File: src/rtl/branch_sequencer_pkg.sv
// -----------------------------------------------------------------------------
// branch_sequencer_pkg
// Shared definitions for the conditional-branch sequencer:
//   - state_t    : FSM state encoding
//   - CC_*       : 4-bit condition codes
//   - F_*        : bit positions of N/Z/C/V inside the flags vector
// -----------------------------------------------------------------------------
package branch_sequencer_pkg;

    typedef enum logic [2:0] {
        S_IDLE,
        S_EVAL,
        S_REQ_LO,
        S_REQ_HI,
        S_LOAD,
        S_SKIP1,
        S_SKIP2,
        S_FIN
    } state_t;

    localparam logic [3:0] CC_ALWAYS = 4'd0;   // unconditional
    localparam logic [3:0] CC_ZS     = 4'd1;   // Z
    localparam logic [3:0] CC_ZC     = 4'd2;   // !Z
    localparam logic [3:0] CC_CS     = 4'd3;   // C
    localparam logic [3:0] CC_CC     = 4'd4;   // !C
    localparam logic [3:0] CC_NS     = 4'd5;   // N
    localparam logic [3:0] CC_NC     = 4'd6;   // !N
    localparam logic [3:0] CC_VS     = 4'd7;   // V
    localparam logic [3:0] CC_VC     = 4'd8;   // !V
    localparam logic [3:0] CC_HI     = 4'd9;   // C & !Z
    localparam logic [3:0] CC_LS     = 4'd10;  // !C | Z
    localparam logic [3:0] CC_GE     = 4'd11;  // N == V
    localparam logic [3:0] CC_LT     = 4'd12;  // N != V
    localparam logic [3:0] CC_GT     = 4'd13;  // !Z & (N == V)
    localparam logic [3:0] CC_LE     = 4'd14;  // Z | (N != V)
    localparam logic [3:0] CC_NEVER  = 4'd15;  // never taken

    localparam int F_N = 0;
    localparam int F_Z = 1;
    localparam int F_C = 2;
    localparam int F_V = 3;

endpackage

File: src/rtl/branch_sequencer_cond_eval.sv
// -----------------------------------------------------------------------------
// cond_eval
// Purely combinational condition evaluator.
// Ports:
//   cond  in  4 : condition code (CC_* values)
//   flags in  4 : {V, C, Z, N} flags
//   taken out 1 : 1 when the condition holds for the given flags
// -----------------------------------------------------------------------------
module cond_eval (
    input  logic [3:0] cond,
    input  logic [3:0] flags,
    output logic       taken
);
    import branch_sequencer_pkg::*;

    logic n, z, c, v;

    assign n = flags[F_N];
    assign z = flags[F_Z];
    assign c = flags[F_C];
    assign v = flags[F_V];

    // NOTE: every signal assigned in always_comb gets a default first, so no
    // path through the block can leave it unassigned and infer a latch.
    always_comb begin
        taken = 1'b0;
        case (cond)
            CC_ALWAYS: taken = 1'b1;
            CC_ZS:     taken = z;
            CC_ZC:     taken = !z;
            CC_CS:     taken = c;
            CC_CC:     taken = !c;
            CC_NS:     taken = n;
            CC_NC:     taken = !n;
            CC_VS:     taken = v;
            CC_VC:     taken = !v;
            CC_HI:     taken = c && !z;
            CC_LS:     taken = !c || z;
            CC_GE:     taken = (n == v);
            CC_LT:     taken = (n != v);
            CC_GT:     taken = !z && (n == v);
            CC_LE:     taken = z || (n != v);
            CC_NEVER:  taken = 1'b0;
            default:   taken = 1'b0;
        endcase
    end

endmodule

File: src/rtl/branch_sequencer.sv
// -----------------------------------------------------------------------------
// branch_sequencer
// Conditional-branch sequencer. Latches a condition code and the flags on
// start, evaluates the condition, and either fetches a little-endian 16-bit
// target from memory and loads the PC, or steps the PC past the two operand
// bytes.
// Ports:
//   clk       in   1 : system clock, rising edge
//   reset     in   1 : asynchronous, active-high
//   start     in   1 : branch request, sampled only in IDLE
//   cond      in   4 : condition code, captured with start
//   flags     in   4 : {V, C, Z, N}, captured with start
//   bus       in   8 : operand byte, sampled when mem_ack = 1
//   mem_ack   in   1 : memory has placed the requested byte on bus
//   mem_req   out  1 : operand byte request, held until acknowledged
//   pc_inc    out  1 : one-cycle PC increment
//   pc_load   out  1 : one-cycle PC load strobe
//   pc_target out 16 : branch target, valid while pc_load = 1
//   busy      out  1 : high outside IDLE
//   done      out  1 : one-cycle completion pulse
// -----------------------------------------------------------------------------
module branch_sequencer (
    input  logic        clk,
    input  logic        reset,
    input  logic        start,
    input  logic [3:0]  cond,
    input  logic [3:0]  flags,
    input  logic [7:0]  bus,
    input  logic        mem_ack,
    output logic        mem_req,
    output logic        pc_inc,
    output logic        pc_load,
    output logic [15:0] pc_target,
    output logic        busy,
    output logic        done
);
    import branch_sequencer_pkg::*;

    state_t     state;
    state_t     state_nxt;
    logic [3:0] cond_q;
    logic [3:0] flags_q;
    logic       taken;

    // Evaluates the latched copies so input changes after start cannot
    // alter the decision of a branch in progress.
    cond_eval u_cond_eval (
        .cond  (cond_q),
        .flags (flags_q),
        .taken (taken)
    );

    // NOTE: sequential state uses non-blocking assignments so every register
    // samples pre-edge values regardless of process ordering.
    always_ff @(posedge clk or posedge reset) begin
        if (reset) begin
            state <= S_IDLE;
        end else begin
            state <= state_nxt;
        end
    end

    // Capture registers. The target is assembled directly in pc_target, so it
    // keeps its last value after LOAD; reset discards any partial target.
    always_ff @(posedge clk or posedge reset) begin
        if (reset) begin
            cond_q    <= 4'h0;
            flags_q   <= 4'h0;
            pc_target <= 16'h0000;
        end else begin
            if (state == S_IDLE && start) begin
                cond_q  <= cond;
                flags_q <= flags;
            end
            if (state == S_REQ_LO && mem_ack) begin
                pc_target[7:0] <= bus;
            end
            if (state == S_REQ_HI && mem_ack) begin
                pc_target[15:8] <= bus;
            end
        end
    end

    // Next-state and output decode. Outputs depend on state only, except the
    // pc_inc that accompanies the low-byte acknowledge.
    always_comb begin
        state_nxt = state;
        mem_req   = 1'b0;
        pc_inc    = 1'b0;
        pc_load   = 1'b0;
        busy      = (state != S_IDLE);
        done      = 1'b0;
        case (state)
            S_IDLE: begin
                if (start) state_nxt = S_EVAL;
            end
            S_EVAL: begin
                state_nxt = taken ? S_REQ_LO : S_SKIP1;
            end
            S_REQ_LO: begin
                mem_req = 1'b1;
                if (mem_ack) begin
                    pc_inc    = 1'b1;
                    state_nxt = S_REQ_HI;
                end
            end
            S_REQ_HI: begin
                mem_req = 1'b1;
                if (mem_ack) state_nxt = S_LOAD;
            end
            S_LOAD: begin
                pc_load   = 1'b1;
                state_nxt = S_FIN;
            end
            S_SKIP1: begin
                pc_inc    = 1'b1;
                state_nxt = S_SKIP2;
            end
            S_SKIP2: begin
                pc_inc    = 1'b1;
                state_nxt = S_FIN;
            end
            S_FIN: begin
                done      = 1'b1;
                state_nxt = S_IDLE;
            end
            default: state_nxt = S_IDLE;
        endcase
    end

endmodule

File: config.mk
export PLATFORM = sky130hd
export DESIGN_NAME = branch_sequencer
export DESIGN_NICKNAME = d
export VERILOG_FILES = /design/src/rtl/branch_sequencer_pkg.sv /design/src/rtl/branch_sequencer_cond_eval.sv /design/src/rtl/branch_sequencer.sv
export SDC_FILE = /design/constraint.sdc
export NUM_CORES = 1
export LEC_CHECK = 0
export BUFFER_PORTS_ARGS = -buffer_cell sky130_fd_sc_hd__buf_2
export CAP_MARGIN = 30
export CORE_MARGIN = 1
export CORE_UTILIZATION = 54
export CTS_CLUSTER_DIAMETER = 50
export DETAILED_ROUTE_END_ITERATION = 16
export HOLD_SLACK_MARGIN = 0.03
export PLACE_DENSITY = 0.84
export SETUP_SLACK_MARGIN = 0.4
export SKIP_CTS_REPAIR_TIMING = 1
export SLEW_MARGIN = 20
export SYNTH_ARGS = -nofsm -noshare
export SYNTH_HDL_FRONTEND = slang
export SYNTH_SLANG_ARGS = --single-unit
File: constraint.sdc
create_clock -name clk -period 5 [get_ports clk]
set_clock_uncertainty 0.15 [all_clocks]
set_input_delay 0.75 -clock clk [delete_from_list [all_inputs] [get_ports clk]]
set_output_delay 0.75 -clock clk [all_outputs]
set_load 0.02 [all_outputs]
Word level (Yosys, flattened, before mapping)
Index checks and enable logic that the tools add are counted.

Equality and inequality tests: 27. Mux-type cells: 11. Reductions and logical operators: 18.

Operators by type and width (count): $eq 4x4->1 const B (8); $pmux 3 s7 (1); $eq 4x3->1 const B (4); $pmux 1 s16 (1); $eq 3x3->1 const B (4); $mux 3 (4); $eq 4x2->1 const B (2); $eq 3x2->1 const B (2); $ne 2x2->1 const B (3); $reduce_or 2->1 (3); $logic_and 1x1->1 (5); $eq 4x1->1 const B (1); $logic_not 1->1 (4); $logic_not 4->1 (1); $mux 1 (4); $eq 3x1->1 const B (1); $logic_not 3->1 (1); $reduce_and 3->1 (1); $reduce_bool 3->1 (1); $logic_or 1x1->1 (2); $pmux 1 s2 (1); $eq 1x1->1 (1); $ne 1x1->1 (1).

Register bits after elaboration: 27. Bits of input ports: 20.

Longest topological paths before layout
Gate-level depths: netlist of the first run.

Depth in word-level cells: 5. Mapped depth: 6. Depth with buffers taken out: 5.

By module
From an unflattened synthesis of the first run, not the netlist that was laid out.

Cell total of the unflattened synthesis: 107. Area, all modules: 1337.5 µm².

Modules (own cells, without submodules): branch_sequencer (area an instance 1134.8 µm², instances 1, cells each 80); cond_eval (area an instance 202.7 µm², instances 1, cells each 27).

Worst setup path after synthesis of the first run
No wires, ideal clock.

Path type: input to output. From: input port mem_ack. To: output port pc_inc. Slack: 2.790 ns. Data required time: 4.100 ns. Arrival: 1.310 ns. Stages: 3. Path buffers: 0. Path through: nor2_1 > or3_1 > o21ai_0.

Cells in the longest elaborated chain, start to end: 2.

Ends and longest elaborated chain: start, declared (line branch_sequencer.sv:29) `input logic mem_ack,`; $mux 1 (line branch_sequencer.sv:102) `if (mem_ack) begin`; $pmux 1 s2 (line branch_sequencer.sv:93) `case (state)`; end, declared (line branch_sequencer.sv:31) `output logic pc_inc,`.

Every way passes these cells.

Worst setup path after layout of the first run
From: register state[1]. To: output port pc_inc.

Cells in the longest elaborated chain, start to end: 3. Elaborated cells on any way between the ends: 5.

Ends and longest elaborated chain: start, declared (line branch_sequencer.sv:39) `state_t state;`; start signal, assigned (line branch_sequencer.sv:59) `state <= state_nxt;`; $eq 3x3->1 (line branch_sequencer.sv:93); $reduce_or 2->1 (no line); $pmux 1 s2 (*) (line branch_sequencer.sv:93).

Mark *: on every way between the ends. The rest lies on a longest branch, timed or not.

==> results of run 1 <==
==> flip-flops by register name, summed over array words and instances, names as in the netlist <==
name       count
pc_target     16
cond_q         4
state          3
flags_q        4
==> routing by layer <==
layer | wire length, microns | share of wire | GRT usage
met5 | 0 | 0 | 0
met4 | 53 | 0.021 | 0.09009
met3 | 125 | 0.049 | 0.03571
met2 | 1259 | 0.50 | 0.3333
met1 | 1103 | 0.43 | 0.2801
==> worst max-delay path, delay by kind of cell, from the launching register on <==
family,cells,cell delay (ns)
flip-flops,1,0.53
AND/OR/NAND/NOR,1,0.37
buffers and inverters,2,0.27
AO/OA/AOI/OAI,1,0.07
==> cell type report <==
| type | instances | area, sq um |
|---|---|---|
| multi-input combinational | 76 | 591.8 |
| fill | 186 | 695.7 |
| clock buffer | 4 | 26.28 |
| tap | 28 | 35.03 |
| inverter | 4 | 15.01 |
| sequential | 27 | 675.6 |
| timing repair buffer | 41 | 215.2 |
==> path summary, 6_finish.rpt <==
kind | startpoint | end | slack [ns] | cells after the start
max | state[1] | pc_inc | 2.54 | 4
min | reset | pc_target[1] | 0.21 | 2
max reg2reg | state[0] | cond_q[2] | 3.06 | 3
min reg2reg | pc_target[15] | pc_target[15] | 0.37 | 1
max in group asynchronous | reset | pc_target[5] | 4.07 | 3
min in group clk | pc_target[15] | pc_target[15] | 0.37 | 1
==> power breakdown <==
part | switching (mW) | total, mW | internal (mW) | leakage, nW
clock | 0.0606 | 0.0918 | 0.0313 | 0.0150
combinational | 0.274 | 0.517 | 0.244 | 0.386
sequential | 0.121 | 0.450 | 0.329 | 0.322
==> metrics by stage <==
step | area [sq um] | power (mW)
after floorplan | 1321 | 0.8331
after global placement | 1518 | 0.9461
after detailed placement | 1518 | 0.9695
after CTS | 1544 | 1.063
after global routing | 1559 | 1.130
final | 1559 | 1.059
==> cells in the mapped netlist, drive strengths merged (2+ instances only) <==
master,n
nor2b,3
dfrtp,27
buf,6
mux2,25
nor3b,3
inv,4
nand3b,2
nor2,10
nand2,8
nor3,3
a21oi,2
o21ai,5
==> cell families (layout without fill, tap and decap cells) <==
logic type,count (synthesis),in the layout
buffers and inverters,10,49
multiplexers,25,25
AND/OR/NAND/NOR,35,35
flip-flops,27,27
AO/OA/AOI/OAI,15,15
XOR/XNOR,1,1
==> run_results.csv, run 1 <==
group,metric,value,unit
status,status,"complete, no violations",
synth,yosys-top-cells-area,"dfrtp_1, mux2_2, nor2_1, nand2_1, o21ai_0",
placement,dp_cells,175,
setup_path,crit_arrival,1.56,ns
synth,synth-simple-area-share,0.1487,
setup_path,path_class,"reg2out",
synth,netlist_area,1321,sq um
sta,max_slew_margin,0.6688,
setup_path,worstSetupEndpointType,"output pin",
floorplanning,die_y,51.47,microns
grt,grt_overflow_total,0,
grt,grtUsageTotal,0.2091,
synth,synth_xor_area_frac,0.006629,
power,leakage,0.7234,nW
placement,port_buffers,40,
sta,fin_ws,2.537,ns
setup_path,path_cells,"inv_2 > or3_1 > o21ai_0 > buf_2",
drt,drc,0,
drt,firstDrtPassIters,4,
floorplanning,rows,17,
finish,stdcell_count,180,
synth,seq_area_frac_synth,0.5114,
synth,synth_edf_count,0,
sta,hold_violations,0,
grt,grt_pass1_vias,914,
grt,antenna_found_initial,0,
drt,wl_per_cell,14.11,microns
grt,grt_max_degree,28,
drt,drtIter0Drc,11,
sta,finalSetupViolations,0,
sta,hold-worst-slack,0.2121,ns
setup_path,critPathSlowestCell,"dfrtp_1",
clock_tree,clockBufferDepth,2,
drt,vias_per_cell,5.456,
drt,drt-total-wl,2540,microns
synth,synth_ff_type,"dfrtp_1",
clock_tree,h-tree-depth,1,
placement,gp_congestion,0.8468,
floorplanning,die_w,51.47,microns
synth,syn_avg_cell_area,11.69,sq um
sta,fin_tns_setup,0,ns
floorplanning,coreArea,2255,sq um
drt,postRouteAntennaNets,0,
placement,hpwl,1907,microns
setup_path,crit_required,4.10,ns
drt,vias,982,
setup_path,cpPeakStageDelay,0.53,ns
finish,diodes,0,
finish,drive_above_1_share,0.4803,
finish,nets,173,
synth,synthCells,113,
sta,rsz0062_at_grt,"false",
setup_path,path_max_fanout,9,
clock_tree,clk_latency,0.32,ns
synth,ys_async_sr_fraction,1.000,
synth,synth_top_family_by_area,"multiplexers",
synth,synth.distinct_cells,34,
sta,clock.fmax,406.0,MHz
floorplanning,initial_core_util,0.5860,
synth,synth_top_area_share,0.5114,
synth,synth_compound_area_frac,0.07955,
finish,fin_util,0.6915,
placement,dpl_worst_slack,2.630,ns
synth,muxShareOfSynthArea,0.2131,
clock_tree,cts_buffers,3,
finish,syn_to_final_growth,17.99,%
flow_run,drv_cap,0,
synth,synth_fa_ha_area_frac,0,
clock_tree,cts.sinks,27,
sta,fin_crit,2.463,ns
clock_tree,cts_tree,"yes",
power,peakVddDrop,0.0004876,V
synth,ys_ff_latch,27,
synth,yosys_warnings,0,
sta,worstMarginPinSlew,0.4937,ns
finish,final_cell_mix,"buf_2, dfrtp_1, mux2_2",
sta,drv_slew,0,
grt,grt_pass1_wl,4071,microns
clock_tree,cts.reportedPaths.clkPinSlew,0.14,ns
power,power.density,679.2,nW/um^2
floorplanning,dieArea,2649,sq um
synth,yosysTopAreaCell,"dfrtp_1",
clock_tree,cts_root_buf,"clkbuf_4",
sta,period_share,0.4926,
finish,mostFrequentLayoutCell,"buf_2",
synth,syn_nets,133,
floorplanning,io_pins,41,
setup_path,start_kind,"flip-flop",
min_path,hold_class,"in2async",
No activity file was read; power rests on OpenSTA's default activity.
==> run 2, diff against run 1 <==
--- a/config.mk
+++ b/config.mk
@@ -8,11 +8,11 @@
 export BUFFER_PORTS_ARGS = -buffer_cell sky130_fd_sc_hd__buf_2
 export CAP_MARGIN = 30
 export CORE_MARGIN = 1
-export CORE_UTILIZATION = 54
+export CORE_UTILIZATION = 45
 export CTS_CLUSTER_DIAMETER = 50
 export DETAILED_ROUTE_END_ITERATION = 16
 export HOLD_SLACK_MARGIN = 0.03
-export PLACE_DENSITY = 0.84
+export PLACE_DENSITY = 0.74
 export SETUP_SLACK_MARGIN = 0.4
 export SKIP_CTS_REPAIR_TIMING = 1
 export SLEW_MARGIN = 20
==> constraint.sdc (replaced) <==
create_clock -name clk -period 2.1 [get_ports clk]
set_clock_uncertainty 0.15 [all_clocks]
set_input_delay 0.315 -clock clk [delete_from_list [all_inputs] [get_ports clk]]
set_output_delay 0.315 -clock clk [all_outputs]
set_load 0.02 [all_outputs]
==> run_results.csv, run 2 (same netlist as run 1, synthesis figures left out) <==
group,metric,value,unit
setup_path,path_max_fanout,4,
drt,drtIter0Drc,24,
min_path,hp-start,"cond[1]",
grt,grt_pass1_wl,4402,microns
floorplanning,rows,19,
drt,vias_per_cell,5.536,
clock_tree,cts.reportedPaths.clkPinSlew,0.15,ns
grt,grt_pass1_vias,959,
floorplanning,coreArea,2758,sq um
floorplanning,die_y,56.19,microns
sta,hold_violations,0,
sta,fin_tns_setup,0,ns
drt,drc,0,
flow_run,drv_cap,0,
drt,firstDrtPassIters,4,
grt,grtUsageTotal,0.1798,
min_path,hold_depth,3,
floorplanning,dieArea,3157,sq um
finish,diodes,0,
sta,period_share,0.9180,
drt,vias,1085,
placement,port_buffers,40,
sta,max_slew_margin,0.7785,
drt,wl_per_cell,16.19,microns
finish,nets,186,
drt,drt-total-wl,3174,microns
setup_path,r2r-start,"flags_q[3]",
clock_tree,clk_latency,0.32,ns
placement,gp_congestion,0.9567,
placement,dpl_worst_slack,0.2582,ns
setup_path,crit_arrival,1.46,ns
sta,worstMarginPinSlew,0.3322,ns
sta,fin_ws,0.1722,ns
clock_tree,cts.sinks,27,
status,status,"complete, no violations",
finish,drive_above_1_share,0.5939,
sta,rsz0062_at_grt,"true",
min_path,min_to,"cond_q[1]",
floorplanning,die_w,56.19,microns
finish,largest_reg_flops,16,
setup_path,crit_required,1.63,ns
grt,grt_overflow_total,0,
floorplanning,io_pins,41,
finish,syn_to_final_growth,32.01,%
placement,hpwl,2123,microns
clock_tree,cts_tree,"yes",
setup_path,start_kind,"flip-flop",
finish,mostFrequentLayoutCell,"buf_2",
sta,clock.fmax,518.7,MHz
grt,grt_max_degree,28,
grt,antenna_found_initial,0,
setup_path,r2r_cells,5,
clock_tree,cts_buffers,3,
sta,finalSetupViolations,0,
setup_path,path_class,"reg2out",
floorplanning,initial_core_util,0.4791,
clock_tree,h-tree-depth,1,
setup_path,regToRegSetupSlack,0.24,ns
clock_tree,clockBufferDepth,2,
sta,drv_slew,0,
power,power.density,1687,nW/um^2
sta,fin_crit,1.928,ns
setup_path,r2r-end,"state[1]",
power,peakVddDrop,0.001139,V
finish,final_cell_mix,"buf_2, dfrtp_1, mux2_2",
drt,postRouteAntennaNets,0,
min_path,hold_class,"in2reg",
power,leakage,0.8136,nW
finish,reg_top3,"pc_target x16, cond_q x4, flags_q x4",
finish,largest-register,"pc_target",
setup_path,worstSetupEndpointType,"output pin",
clock_tree,cts_root_buf,"clkbuf_4",
## run 2: area by class of cell
| class | instances | area (sq um) |
|---|---|---|
| fill | 210 | 1013 |
| sequential | 27 | 680.7 |
| clock buffer | 4 | 26.28 |
| timing repair buffer | 54 | 332.8 |
| tap | 31 | 38.79 |
| multi-input combinational | 76 | 650.6 |
| inverter | 4 | 15.01 |
## run 2: power breakdown
part           internal (mW)  leakage [nW]  switching, mW
Sequential             0.791         0.318          0.264
Combinational          0.824         0.481          0.846
Clock                 0.0742        0.0150          0.143
## run 2: stage by stage
stage	cells	hold slack, ns	instance area, sq um	power (mW)	util
2_1_floorplan	113	0.2177	1324	1.989	-
3_3_place_gp	180	0.2323	1539	2.288	0.5581
3_5_place_dp	180	0.2385	1539	2.363	0.5581
4_1_cts	184	-0.1224	1565	2.581	0.5676
5_1_grt	196	0.06074	1744	3.109	0.6325
6_report	196	0.04896	1744	2.943	0.6325
## run 2: worst max-delay path: stages, from the launching register on
cell and delay [ns]:
dfrtp_1 0.43, buf_6 0.13, or3_4 0.38, o21ai_2 0.07
buf_6 0.13
## run 2: how the worst max path moves through the flow
stage	start	end	slack [ns]
4_1_cts	state[1]	pc_inc	0.06
3_5_place_dp	state[1]	flags_q[2]	0.26
2_1_floorplan	state[1]	pc_target[0]	0.41
6_report	state[0]	pc_inc	0.17
3_3_place_gp	state[1]	cond_q[0]	0.28
5_1_grt	state[0]	pc_inc	0.13
## run 2: metal layers
layer,share of wire,up-vias,wire (microns),GRT usage
met2,0.51,48,1607,0.2942
met1,0.41,529,1308,0.2316
met3,0.070,4,222,0.04651
met5,0,-,0,0
met4,0.011,0,36,0.06272
li1,-,504,-,-
==> run 3, diff against run 2 <==
--- a/config.mk
+++ b/config.mk
@@ -18,4 +18,5 @@
 export SLEW_MARGIN = 20
 export SYNTH_ARGS = -nofsm -noshare
 export SYNTH_HDL_FRONTEND = slang
+export SYNTH_HIERARCHICAL = 1
 export SYNTH_SLANG_ARGS = --single-unit
==> run_results.csv, run 3 <==
group,metric,value,unit
floorplanning,io_pins,41,
setup_path,worstSetupEndpointType,"flip-flop",
grt,grt_pass1_wl,4409,microns
clock_tree,cts_tree,"yes",
synth,yosys_warnings,6,
setup_path,critPathSlowestCell,"dfrtp_2",
grt,use_met1,0.2072,
setup_path,regToRegSetupSlack,0.17,ns
synth,ys_ff_latch,27,
finish,largest-register,"pc_target",
grt,grt_max_degree,28,
finish,multi_input_area,694.4,sq um
floorplanning,rows,19,
drt,postRouteAntennaNets,0,
min_path,min_to,"cond_q[1]",
drt,vias_per_cell,5.497,
synth,syn_avg_cell_area,12.50,sq um
sta,max_slew_margin,0.7782,
floorplanning,initial_core_util,0.4809,
synth,synth_ff_type,"dfrtp_1",
synth,yosys-top-cells-area,"dfrtp_1, mux2_2, and3b_1, inv_1, mux2i_1",
sta,drv_slew,0,
min_path,hold_class,"in2reg",
flow_run,drv_cap,0,
grt,grt-busiest-layer,"met2",
sta,finalSetupViolations,0,
setup_path,start_kind,"flip-flop",
finish,largest_reg_flops,16,
finish,drive_above_1_share,0.6358,
status,status,"complete, no violations",
drt,drc,0,
clock_tree,clockBufferDepth,2,
synth,netlist_area,1338,sq um
setup_path,path_max_fanout,5,
clock_tree,clk_latency,0.33,ns
sta,clock.fmax,516.9,MHz
finish,mostFrequentLayoutCell,"buf_2",
synth,synth_common_cells,"dfrtp_1, mux2_2, inv_1",
floorplanning,coreArea,2781,sq um
sta,hold_violations,0,
sta,fin_tns_setup,0,ns
finish,syn_to_final_growth,37.23,%
finish,final_cell_mix,"buf_2, dfrtp_1, mux2_4",
floorplanning,dieArea,3195,sq um
drt,drtIter0Drc,12,
setup_path,path_cells,"xnor2_2 > mux2i_1 > o31a_1 > o311ai_4 > inv_1 > a21oi_2 > o221ai_1",
finish,fillers,198,
clock_tree,cts_buffers,3,
placement,hpwl,1890,microns
power,leakage,0.9011,nW
finish,ff_latch_area,684.4,sq um
drt,vias,1061,
synth,ys_async_sr_fraction,1.000,
sta,worstMarginPinSlew,0.3328,ns
finish,reg_top3,"pc_target x16, cond_q x4, flags_q x4",
grt,grt_overflow_total,0,
setup_path,path_class,"reg2reg",
sta,rsz0062_at_grt,"true",
setup_path,crit_required,2.16,ns
drt,firstDrtPassIters,6,
grt,grtUsageTotal,0.1747,
synth,seq_area_frac_synth,0.5051,
setup_path,r2r-start,"flags_q[3]",
setup_path,cpPeakStageDelay,0.47,ns
setup_path,r2r-end,"state[2]",
sta,fin_crit,1.935,ns
grt,grt_use_met2,0.3160,
grt,antenna_found_initial,0,
clock_tree,cts_root_buf,"clkbuf_4",
drt,drt-total-wl,2910,microns
min_path,hp-start,"cond[1]",
synth,yosysMostFrequentCell,"dfrtp_1",
clock_tree,cts.sinks,27,
grt,grt_pass1_vias,1000,
sta,hold-worst-slack,0.05382,ns
synth,synthCells,107,
synth,synth.distinct_cells,36,
synth,synth_top_area_share,0.5051,
floorplanning,die_y,56.52,microns
min_path,hold_depth,2,
synth,synth_edf_count,0,
placement,port_buffers,40,
power,peakVddDrop,0.001267,V
synth,syn_nets,127,
sta,period_share,0.9213,
setup_path,r2r_cells,7,
floorplanning,die_w,56.52,microns
clock_tree,cts.reportedPaths.clkPinSlew,0.15,ns
finish,diodes,0,
grt,grtUsageMet3,0.03456,
drt,wl_per_cell,15.08,microns
power,power.density,1724,nW/um^2
clock_tree,h-tree-depth,1,
setup_path,crit_arrival,1.99,ns
finish,nets,183,
synth,yosysTopAreaCell,"dfrtp_1",
placement,gp_congestion,0.8167,
-- run 3: worst max-delay path by stage --
stage                from       end  slack [ns]  depth (start not counted)
2_1_floorplan  flags_q[3]  state[2]        0.33                          7
3_3_place_gp   flags_q[0]  state[2]        0.23                          7
3_5_place_dp    cond_q[2]  state[2]        0.14                          7
4_1_cts          state[2]    pc_inc        0.08                          4
5_1_grt        flags_q[3]  state[2]        0.07                          7
6_report       flags_q[3]  state[2]        0.17                          7
-- run 3: area by class of cell --
cell class / instances / share of cell area
Tap cell: 31 / 0.02113
Clock inverter: 1 / 0.002727
Multi-Input combinational cell: 68 / 0.3783
Timing Repair Buffer: 57 / 0.2004
Clock buffer: 3 / 0.01227
Sequential cell: 27 / 0.3729
Inverter: 6 / 0.01227
-- run 3: kinds of logic after synthesis --
logic type | after synthesis | share of synthesized area
flops | 27 | 0.5051
buf+inv | 12 | 0.04208
mux | 26 | 0.2170
xor+xnor | 2 | 0.01310
compound gates | 17 | 0.1057
simple gates | 23 | 0.1170
-- run 3: per-layer routing --
layer | vias up | part of all wire
met1 | 521 | 0.43
met4 | 0 | 0.025
met3 | 10 | 0.043
met5 | - | 0
li1 | 496 | -
met2 | 34 | 0.50
-- run 3: report_power, final --
part	internal (mW)	switching (mW)	leakage, nW	total, mW
Clock	0.0716	0.160	0.0177	0.232
Sequential	0.799	0.291	0.313	1.09
Combinational	0.983	0.859	0.570	1.84
Total	1.85	1.31	0.901	3.16
-- run 3: per-stage QoR --
stage / util / cells / total power, mW / cell area, sq um / setup WS [ns]
2_1_floorplan: - / 107 / 2.168 / 1384 / 0.3326
3_3_place_gp: 0.5713 / 174 / 2.440 / 1589 / 0.2269
3_5_place_dp: 0.5713 / 174 / 2.494 / 1589 / 0.1436
4_1_cts: 0.5812 / 178 / 2.724 / 1617 / 0.08027
5_1_grt: 0.6599 / 193 / 3.348 / 1836 / 0.07137
6_report: 0.6599 / 193 / 3.164 / 1836 / 0.1652
-- run 3: worst max-delay path, delay by kind of cell (launching register included) --
kind	cells	cell delay, ns
XOR/XNOR	1	0.21
multiplexers	1	0.10
AO/OA/AOI/OAI	4	0.80
buffers and inverters	1	0.09
flip-flops	1	0.47
